--- src/rtl/vq_window_ctrl.sv ---
// Measurement-window sequencer for the min/max peak tracker: clear, settle, acquire, latch, compute, publish.
// Optional VQ_AVG4_EN: res_amp/res_volt become the running mean of the last 4 windows.
module vq_window_ctrl #(
  parameter int DW         = 12,
  parameter int CW         = 31,
  parameter int WIN_LEN    = 1_000_000,
  parameter int SETTLE_LEN = 16,
  parameter int OFFSET     = 2050
) (
  input  logic          clk,
  input  logic          rst,
  input  logic          start,
  input  logic          cont,
  input  logic          abort,
  output logic          trk_clr,
  output logic          trk_en,
  input  logic [DW-1:0] trk_min,
  input  logic [DW-1:0] trk_max,
  output logic          res_vld,
  input  logic          res_rdy,
  output logic [DW-1:0] res_min,
  output logic [DW-1:0] res_max,
  output logic [DW-1:0] res_amp,
  output logic [DW-1:0] res_volt,
  output logic          busy
);

  typedef enum logic [2:0] {IDLE, CLR, SETTLE, ACQ, LATCH, CALC, PUBLISH} state_t;

  state_t        state_reg, state_next;
  logic [CW-1:0] cnt_reg, cnt_next;
  logic [DW-1:0] min_reg, max_reg, amp_reg, volt_reg;
  logic [DW-1:0] amp_cur, volt_cur, amp_out, volt_out;

  always_ff @(posedge clk or negedge rst) begin
    if (!rst) begin
      state_reg <= IDLE;
      cnt_reg   <= '0;
    end else begin
      state_reg <= state_next;
      cnt_reg   <= cnt_next;
    end
  end

  always_comb begin
    state_next = state_reg;
    cnt_next   = cnt_reg;
    if (abort) begin
      state_next = IDLE;
      cnt_next   = '0;
    end else begin
      case (state_reg)
        IDLE:    if (start) state_next = CLR;
        CLR: begin
          state_next = SETTLE;
          cnt_next   = CW'(SETTLE_LEN);
        end
        SETTLE: begin
          if (cnt_reg == CW'(1)) begin
            state_next = ACQ;
            cnt_next   = CW'(WIN_LEN);
          end else begin
            cnt_next = cnt_reg - CW'(1);
          end
        end
        ACQ: begin
          if (cnt_reg == CW'(1)) begin
            state_next = LATCH;
            cnt_next   = '0;
          end else begin
            cnt_next = cnt_reg - CW'(1);
          end
        end
        LATCH:   state_next = CALC;
        CALC:    state_next = PUBLISH;
        PUBLISH: if (res_rdy) state_next = cont ? CLR : IDLE;
        default: state_next = IDLE;
      endcase
    end
  end

  // Control outputs decode the registered state, so they are glitch-free and drop one cycle after abort.
  assign trk_clr = (state_reg == CLR);
  assign trk_en  = (state_reg == ACQ);
  assign res_vld = (state_reg == PUBLISH);
  assign busy    = (state_reg != IDLE);

  assign amp_cur  = (max_reg >= min_reg) ? (max_reg - min_reg) : '0;
  assign volt_cur = (max_reg > DW'(OFFSET)) ? ((max_reg - DW'(OFFSET)) >> 1) : '0;

  always_ff @(posedge clk or negedge rst) begin
    if (!rst) begin
      min_reg  <= '0;
      max_reg  <= '0;
      amp_reg  <= '0;
      volt_reg <= '0;
    end else if (!abort) begin
      if (state_reg == LATCH) begin
        min_reg <= trk_min;
        max_reg <= trk_max;
      end
      if (state_reg == CALC) begin
        amp_reg  <= amp_out;
        volt_reg <= volt_out;
      end
    end
  end

`ifdef VQ_AVG4_EN
  // Three previous windows plus the current one; cleared entries read as zero so the sum needs no masking.
  logic [DW-1:0] hist_amp_reg  [3];
  logic [DW-1:0] hist_volt_reg [3];
  logic [1:0]    done_reg;
  logic          hist_clr;
  logic [DW+1:0] sum_amp, sum_volt;

  assign hist_clr = abort || (state_reg == IDLE && start);

  genvar gi;
  generate
    for (gi = 0; gi < 3; gi++) begin : g_hist
      always_ff @(posedge clk or negedge rst) begin
        if (!rst) begin
          hist_amp_reg[gi]  <= '0;
          hist_volt_reg[gi] <= '0;
        end else if (hist_clr) begin
          hist_amp_reg[gi]  <= '0;
          hist_volt_reg[gi] <= '0;
        end else if (state_reg == CALC) begin
          hist_amp_reg[gi]  <= (gi == 0) ? amp_cur  : hist_amp_reg[(gi == 0) ? 0 : gi-1];
          hist_volt_reg[gi] <= (gi == 0) ? volt_cur : hist_volt_reg[(gi == 0) ? 0 : gi-1];
        end
      end
    end
  endgenerate

  always_ff @(posedge clk or negedge rst) begin
    if (!rst)                                      done_reg <= '0;
    else if (hist_clr)                             done_reg <= '0;
    else if (state_reg == CALC && done_reg != 2'd3) done_reg <= done_reg + 2'd1;
  end

  assign sum_amp  = {2'b00, amp_cur} + {2'b00, hist_amp_reg[0]}
                  + {2'b00, hist_amp_reg[1]} + {2'b00, hist_amp_reg[2]};
  assign sum_volt = {2'b00, volt_cur} + {2'b00, hist_volt_reg[0]}
                  + {2'b00, hist_volt_reg[1]} + {2'b00, hist_volt_reg[2]};

  function automatic logic [DW-1:0] mean(input logic [DW+1:0] sum, input logic [1:0] n_prev);
    logic [DW+1:0] q;
    case (n_prev)
      2'd0:    q = sum;
      2'd1:    q = sum >> 1;
      2'd2:    q = sum / (DW+2)'(3);
      default: q = sum >> 2;
    endcase
    return q[DW-1:0];
  endfunction

  assign amp_out  = mean(sum_amp, done_reg);
  assign volt_out = mean(sum_volt, done_reg);
`else
  assign amp_out  = amp_cur;
  assign volt_out = volt_cur;
`endif

  assign res_min  = min_reg;
  assign res_max  = max_reg;
  assign res_amp  = amp_reg;
  assign res_volt = volt_reg;

endmodule

--- config.mk ---
export PLATFORM = sky130hd
export DESIGN_NAME = vq_window_ctrl
export DESIGN_NICKNAME = d
export VERILOG_FILES = /design/src/rtl/vq_window_ctrl.sv
export SDC_FILE = /design/constraint.sdc
export NUM_CORES = 1
export LEC_CHECK = 0
export CAP_MARGIN = 20
export CORE_UTILIZATION = 35
export CTS_CLUSTER_DIAMETER = 200
export DETAILED_ROUTE_END_ITERATION = 16
export GPL_TIMING_DRIVEN = 0
export PLACE_DENSITY = 0.68
export SLEW_MARGIN = 25
export SYNTH_ARGS = -nofsm -noshare
export SYNTH_HDL_FRONTEND = slang
export SYNTH_SLANG_ARGS = --single-unit
--- constraint.sdc ---
create_clock -name clk -period 5.1 [get_ports clk]
set_input_delay 0.765 -clock clk [delete_from_list [all_inputs] [get_ports clk]]
set_output_delay 0.765 -clock clk [all_outputs]
set_load 0.01 [all_outputs]
Word-level counts from Yosys, hierarchy flattened
Cells that the tools add are included.

storage, ports and cells
  register bits = 82
  latch bits = 0
  RAM bits = 0
  ROM bits = 0
  input bits = 30
  output and inout port bits = 52
  logic and storage cells = 42
  memories kept = 0

cells by class
  add/subtract/negate cells = 3
  $mul = 0
  divide/modulo/power cells = 0
  magnitude comparators = 2
  equal/unequal tests = 11
  shift-type cells = 0
  multiplexer cells = 13
  bitwise operators = 1
  reduce and logical (&&, ||, !) cells = 6

operator list
  operator                  number
  $mux W31                  3
  $pmux W31 S3              1
  $eq A31 B1 Y1 const B     1
  $sub A31 B1 Y31 const B   1
  $pmux W3 S7               1
  $mux W3                   5
  $ge A12 B12 Y1            1
  $gt A12 B12 Y1 const B    1
  $mux W12                  1
  $sub A12 B12 Y12          1
  $sub A12 B12 Y12 const B  1
  $mux W11                  1
  $eq A3 B3 Y1 const B      3
  $eq A3 B2 Y1 const B      2
  $ne A3 B2 Y1 const B      2
  $ne A3 B3 Y1 const B      2
  $reduce_and A2 Y1         2
  $reduce_and A4 Y1         1
  $reduce_bool A4 Y1        1
  $eq A3 B1 Y1 const B      1
  $logic_not A3 Y1          1
  $reduce_bool A3 Y1        1
  $mux W1                   1
  $not A1 Y1                1

Longest topological paths before layout
  depth after elaboration = 4
  mapped depth = 9
  depth with buffers taken out = 9

Least setup slack after synthesis
No wires, ideal clock.

  path kind = register -> register
  start = reg max_reg[8], in the netlist res_max[8]
  end = reg amp_reg[5], in the netlist res_amp[5]
  setup time = 0.096 ns
  arrival time = 2.044 ns
  data required time = 5.004 ns
  path slack = 2.960 ns
  stages on the path, launching flop included = 7
  buffers on the path = 1
  clock period less this slack = 2.140 ns
  cells stage by stage = dfrtp_1 -> ha_1 -> clkbuf_1 -> nand3_1 -> a211oi_1 -> nand2_1 -> o31ai_1

between the ends
  word-level cells in the longest chain between the ends = 2

ends and longest elaborated chain
  what                      RTL line  text
  start: declaration        32        logic [DW-1:0] min_reg, max_reg, amp_reg, volt_reg;
  start signal: assignment  100       max_reg <= trk_max;
  $ge A12 B12 Y1            88        assign amp_cur = (max_reg >= min_reg) ? (max_reg - min_reg) : '0;
  $mux W12                  88
  end signal: assignment    103       amp_reg <= amp_out;
  end: declaration          32

No other way between the ends.
A chain may end at the register's enable or synchronous reset.

Worst setup path in the final report
  start = in abort
  end = reg amp_reg[9], in the netlist res_amp[9]

between the ends
  word-level cells in the longest chain between the ends = 2

ends and longest elaborated chain
  what                                RTL line  text
  start: declaration                  14        input logic abort,
  $not A1 Y1 (no source line)         n/a
  $reduce_and A2 Y1 (no source line)  n/a

No other way between the ends.

==> results.tsv <==
metric	value	unit
status	completed	
io pins	82	
Syn-to-layout area delta	28.7	%
Hold Path Class	in2async	
syn avg cell area	9.32	µm²
slowest cell on the critical path	a211oi_1	
Post-DRT Antenna Nets	0	
Root Buffer	clkbuf_16	
xor/xnor share of the synthesized area	0.0208	
Final Hold Vio Count	0	
Yosys top cell area share	0.437	
Syn Nets	544	
crit path time final	3150	ps
Worst Clk Skew	6.36	ps
Crit Reg-Reg Endpoint	res_amp[9]	
simple-gate share of the synthesized area	0.203	
count leader, synth	dfrtp_1	
cts hold-fix bufs	0	
core region area	12800	µm²
critical path fanouts, max	7	
Clk Latency, worst-skew pair	340	ps
Die Span Y	117	µm
routability congestion estimate	0.898	
Synth async-reset ratio	1.00	
sequential-to-total area share from yosys stat	0.437	
post-route cell area	5970	µm²
Setup-failing EPs final	0	
diode count	0	
CTS tree	built	
starting density of the core	0.363	
port buffer count	80	
drt via density	5.48	
CP endpoint kind	register	
drt wl/cell	16.8	µm
Synth area leader	dfrtp_1	
r2r setup slk	2220	ps
HPWL Detailed	9.47	mm
EDFF count, synth	0	
largest net degree at the start of global routing	43	
cell leakage power	0.00254	µW
clock transition at the registers of the reported paths	60	ps
Synth Area in Compound Gates	0.218	
crit-path cells	clkdlybuf4s50_1, nor2_1, nand3_1, a211oi_1, nand2_1, o31ai_1	
placed cell area	5680	µm²
R2R depth	6	
crit path from	abort	
TritonCTS Buffers	9	
pwr dens	678	nW/µm²
Slew Viols, Final	0	
# nets final	636	
slowest cell delay on critical path	920	ps
Pre-antenna DRT Iters	4	
setup bufs post-CTS	0	
Setup TNS	0	ps
initial antenna violation count	0	
CP Class	in2reg	
Gate Count Post-Synth	498	
Die W	117	µm
Main synth FF type	dfrtp_1	
max cap viols	0	
maximum clock insertion buffer count	2	
Synth top cells by count	81 x dfrtp_1, 55 x nand2_1, 44 x o21ai_0	
Worst EP required	5340	ps
largest family of logic cells by synthesized area	compound AO/OA/AOI/OAI gates	
synthesized area	4640	µm²
WL final	12.8	mm
max FFs per register	31	
layout cells sized above 1	0.0874	
Core Rows	41	
Peak VDD IR	0.000221	V
Starting DRT DRC Count	321	
critical path arrival	3390	ps
vias in the first global route	4050	
synthesized flop and latch total	81	
final core occ	0.468	
Slew Limit Headroom	0.356	
vias	4206	
number of synthesis warnings	0	
Post-Synth Adder-Cell Area	0.0447	
post-cts sizing count	0	
DRC	0	
Design Power	4050	µW
unrepaired setup endpoints after global routing	false	
CP Capture Point	res_amp[9]	
fmax	318	MHz
total congestion overflow	0	
worst slew pin tran	960	ps
H-tree lvl count	3	
gr usage total	0.197	
clk sinks	81	
library cells used by synthesis	71	
CP startpoint kind	input port	
die area	13700	µm²
first-pass GRT wire length	20.7	mm
post-synthesis mux area share	0.0350	
Final Cycle Share	0.617	
ranking of synthesized cells by area	dfrtp_1 44%, o21ai_0 4.7%, nand2_1 4.4%	
worst flop-to-flop path startpoint	res_max[8]	
[critical path, delay by kind of cell]
kind / cells / cell delay (ps)
compound gates: 2 / 1270
simple gates: 3 / 910
buf+inv: 1 / 440
[how the worst min path moves through the flow]
stage | from | endpoint
after floorplan | cnt_reg[30] | cnt_reg[30]
after global placement | res_amp[7] | res_amp[7]
after detailed placement | res_volt[2] | res_volt[2]
after CTS | rst | cnt_reg[23]
after global routing | rst | cnt_reg[21]
final | rst | cnt_reg[23]
[placed cells by master, fill, tap and decap left out, types with 3 or more instances in the layout]
master	netlist	layout
dfrtp_1	81	81
clkdlybuf4s50_1	0	79
nand2_1	55	55
o21ai_0	44	44
a21oi_1	31	31
nor2_1	27	27
inv_1	23	23
nor3_1	19	19
clkbuf_1	15	17
a31oi_1	15	15
ha_1	15	15
nand3_1	11	11
a21o_1	11	11
mux2_2	10	10
xnor2_1	10	10
nor4_1	9	9
clkbuf_16	0	9
o21a_1	8	8
o31ai_1	8	8
nand2b_1	6	6
buf_2	5	5
mux2i_1	5	5
or4_1	5	5
or3_1	4	4
and3_1	4	4
a211oi_1	4	4
a32o_1	4	4
buf_4	3	4
nor2b_1	3	3
o311ai_0	3	3
nor4_4	3	3
nor3b_1	3	3
clkinvlp_4	0	3
[report_power, final]
group | internal [µW] | switching (µW)
clock network | 393 | 266
registers | 863 | 285
logic | 984 | 1260
total | 2240 | 1810
[area by class of cell]
class	instances	area [µm²]
flip-flops and latches	81	2030
clock inverters	4	52.6
multi-input cells	370	2420
inverters	23	86.3
clock buffers	12	246
fillers	1218	6800
repair buffers	81	818
plain buffers	24	108
well taps	172	215
[metrics by stage]
stage                     hold WS, ps  worst slack, ps  std cells
after detailed placement          476             1600        751
after CTS                         422             1970        767
after global routing              438             1720        767
final                             402             1950        767
after floorplan                   452             2960        498
after global placement            467              265        750
[per-layer routing]
metal  part of all wire  wire, µm  global-route usage  vias up
met1               0.48      6110               0.276     2051
li1                   -         -                   -     2015
met3              0.048       616              0.0479       17
met2               0.46      5910               0.297      123
met4              0.017       212              0.0700        0
met5                  0         0                   0        -
[logic make-up (layout without fill, tap and decap cells)]
| kind of cell | Yosys count | after routing |
|---|---|---|
| AOI/OAI and AO/OA | 156 | 156 |
| xor gates and xnor gates | 11 | 11 |
| adders and majority gates | 16 | 16 |
| buffers and inverters | 47 | 144 |
| DFF | 81 | 81 |
| muxes | 15 | 15 |
| other | 1 | 1 |
| and+or+nand+nor | 171 | 171 |
No activity file was read; power rests on OpenSTA's default activity.
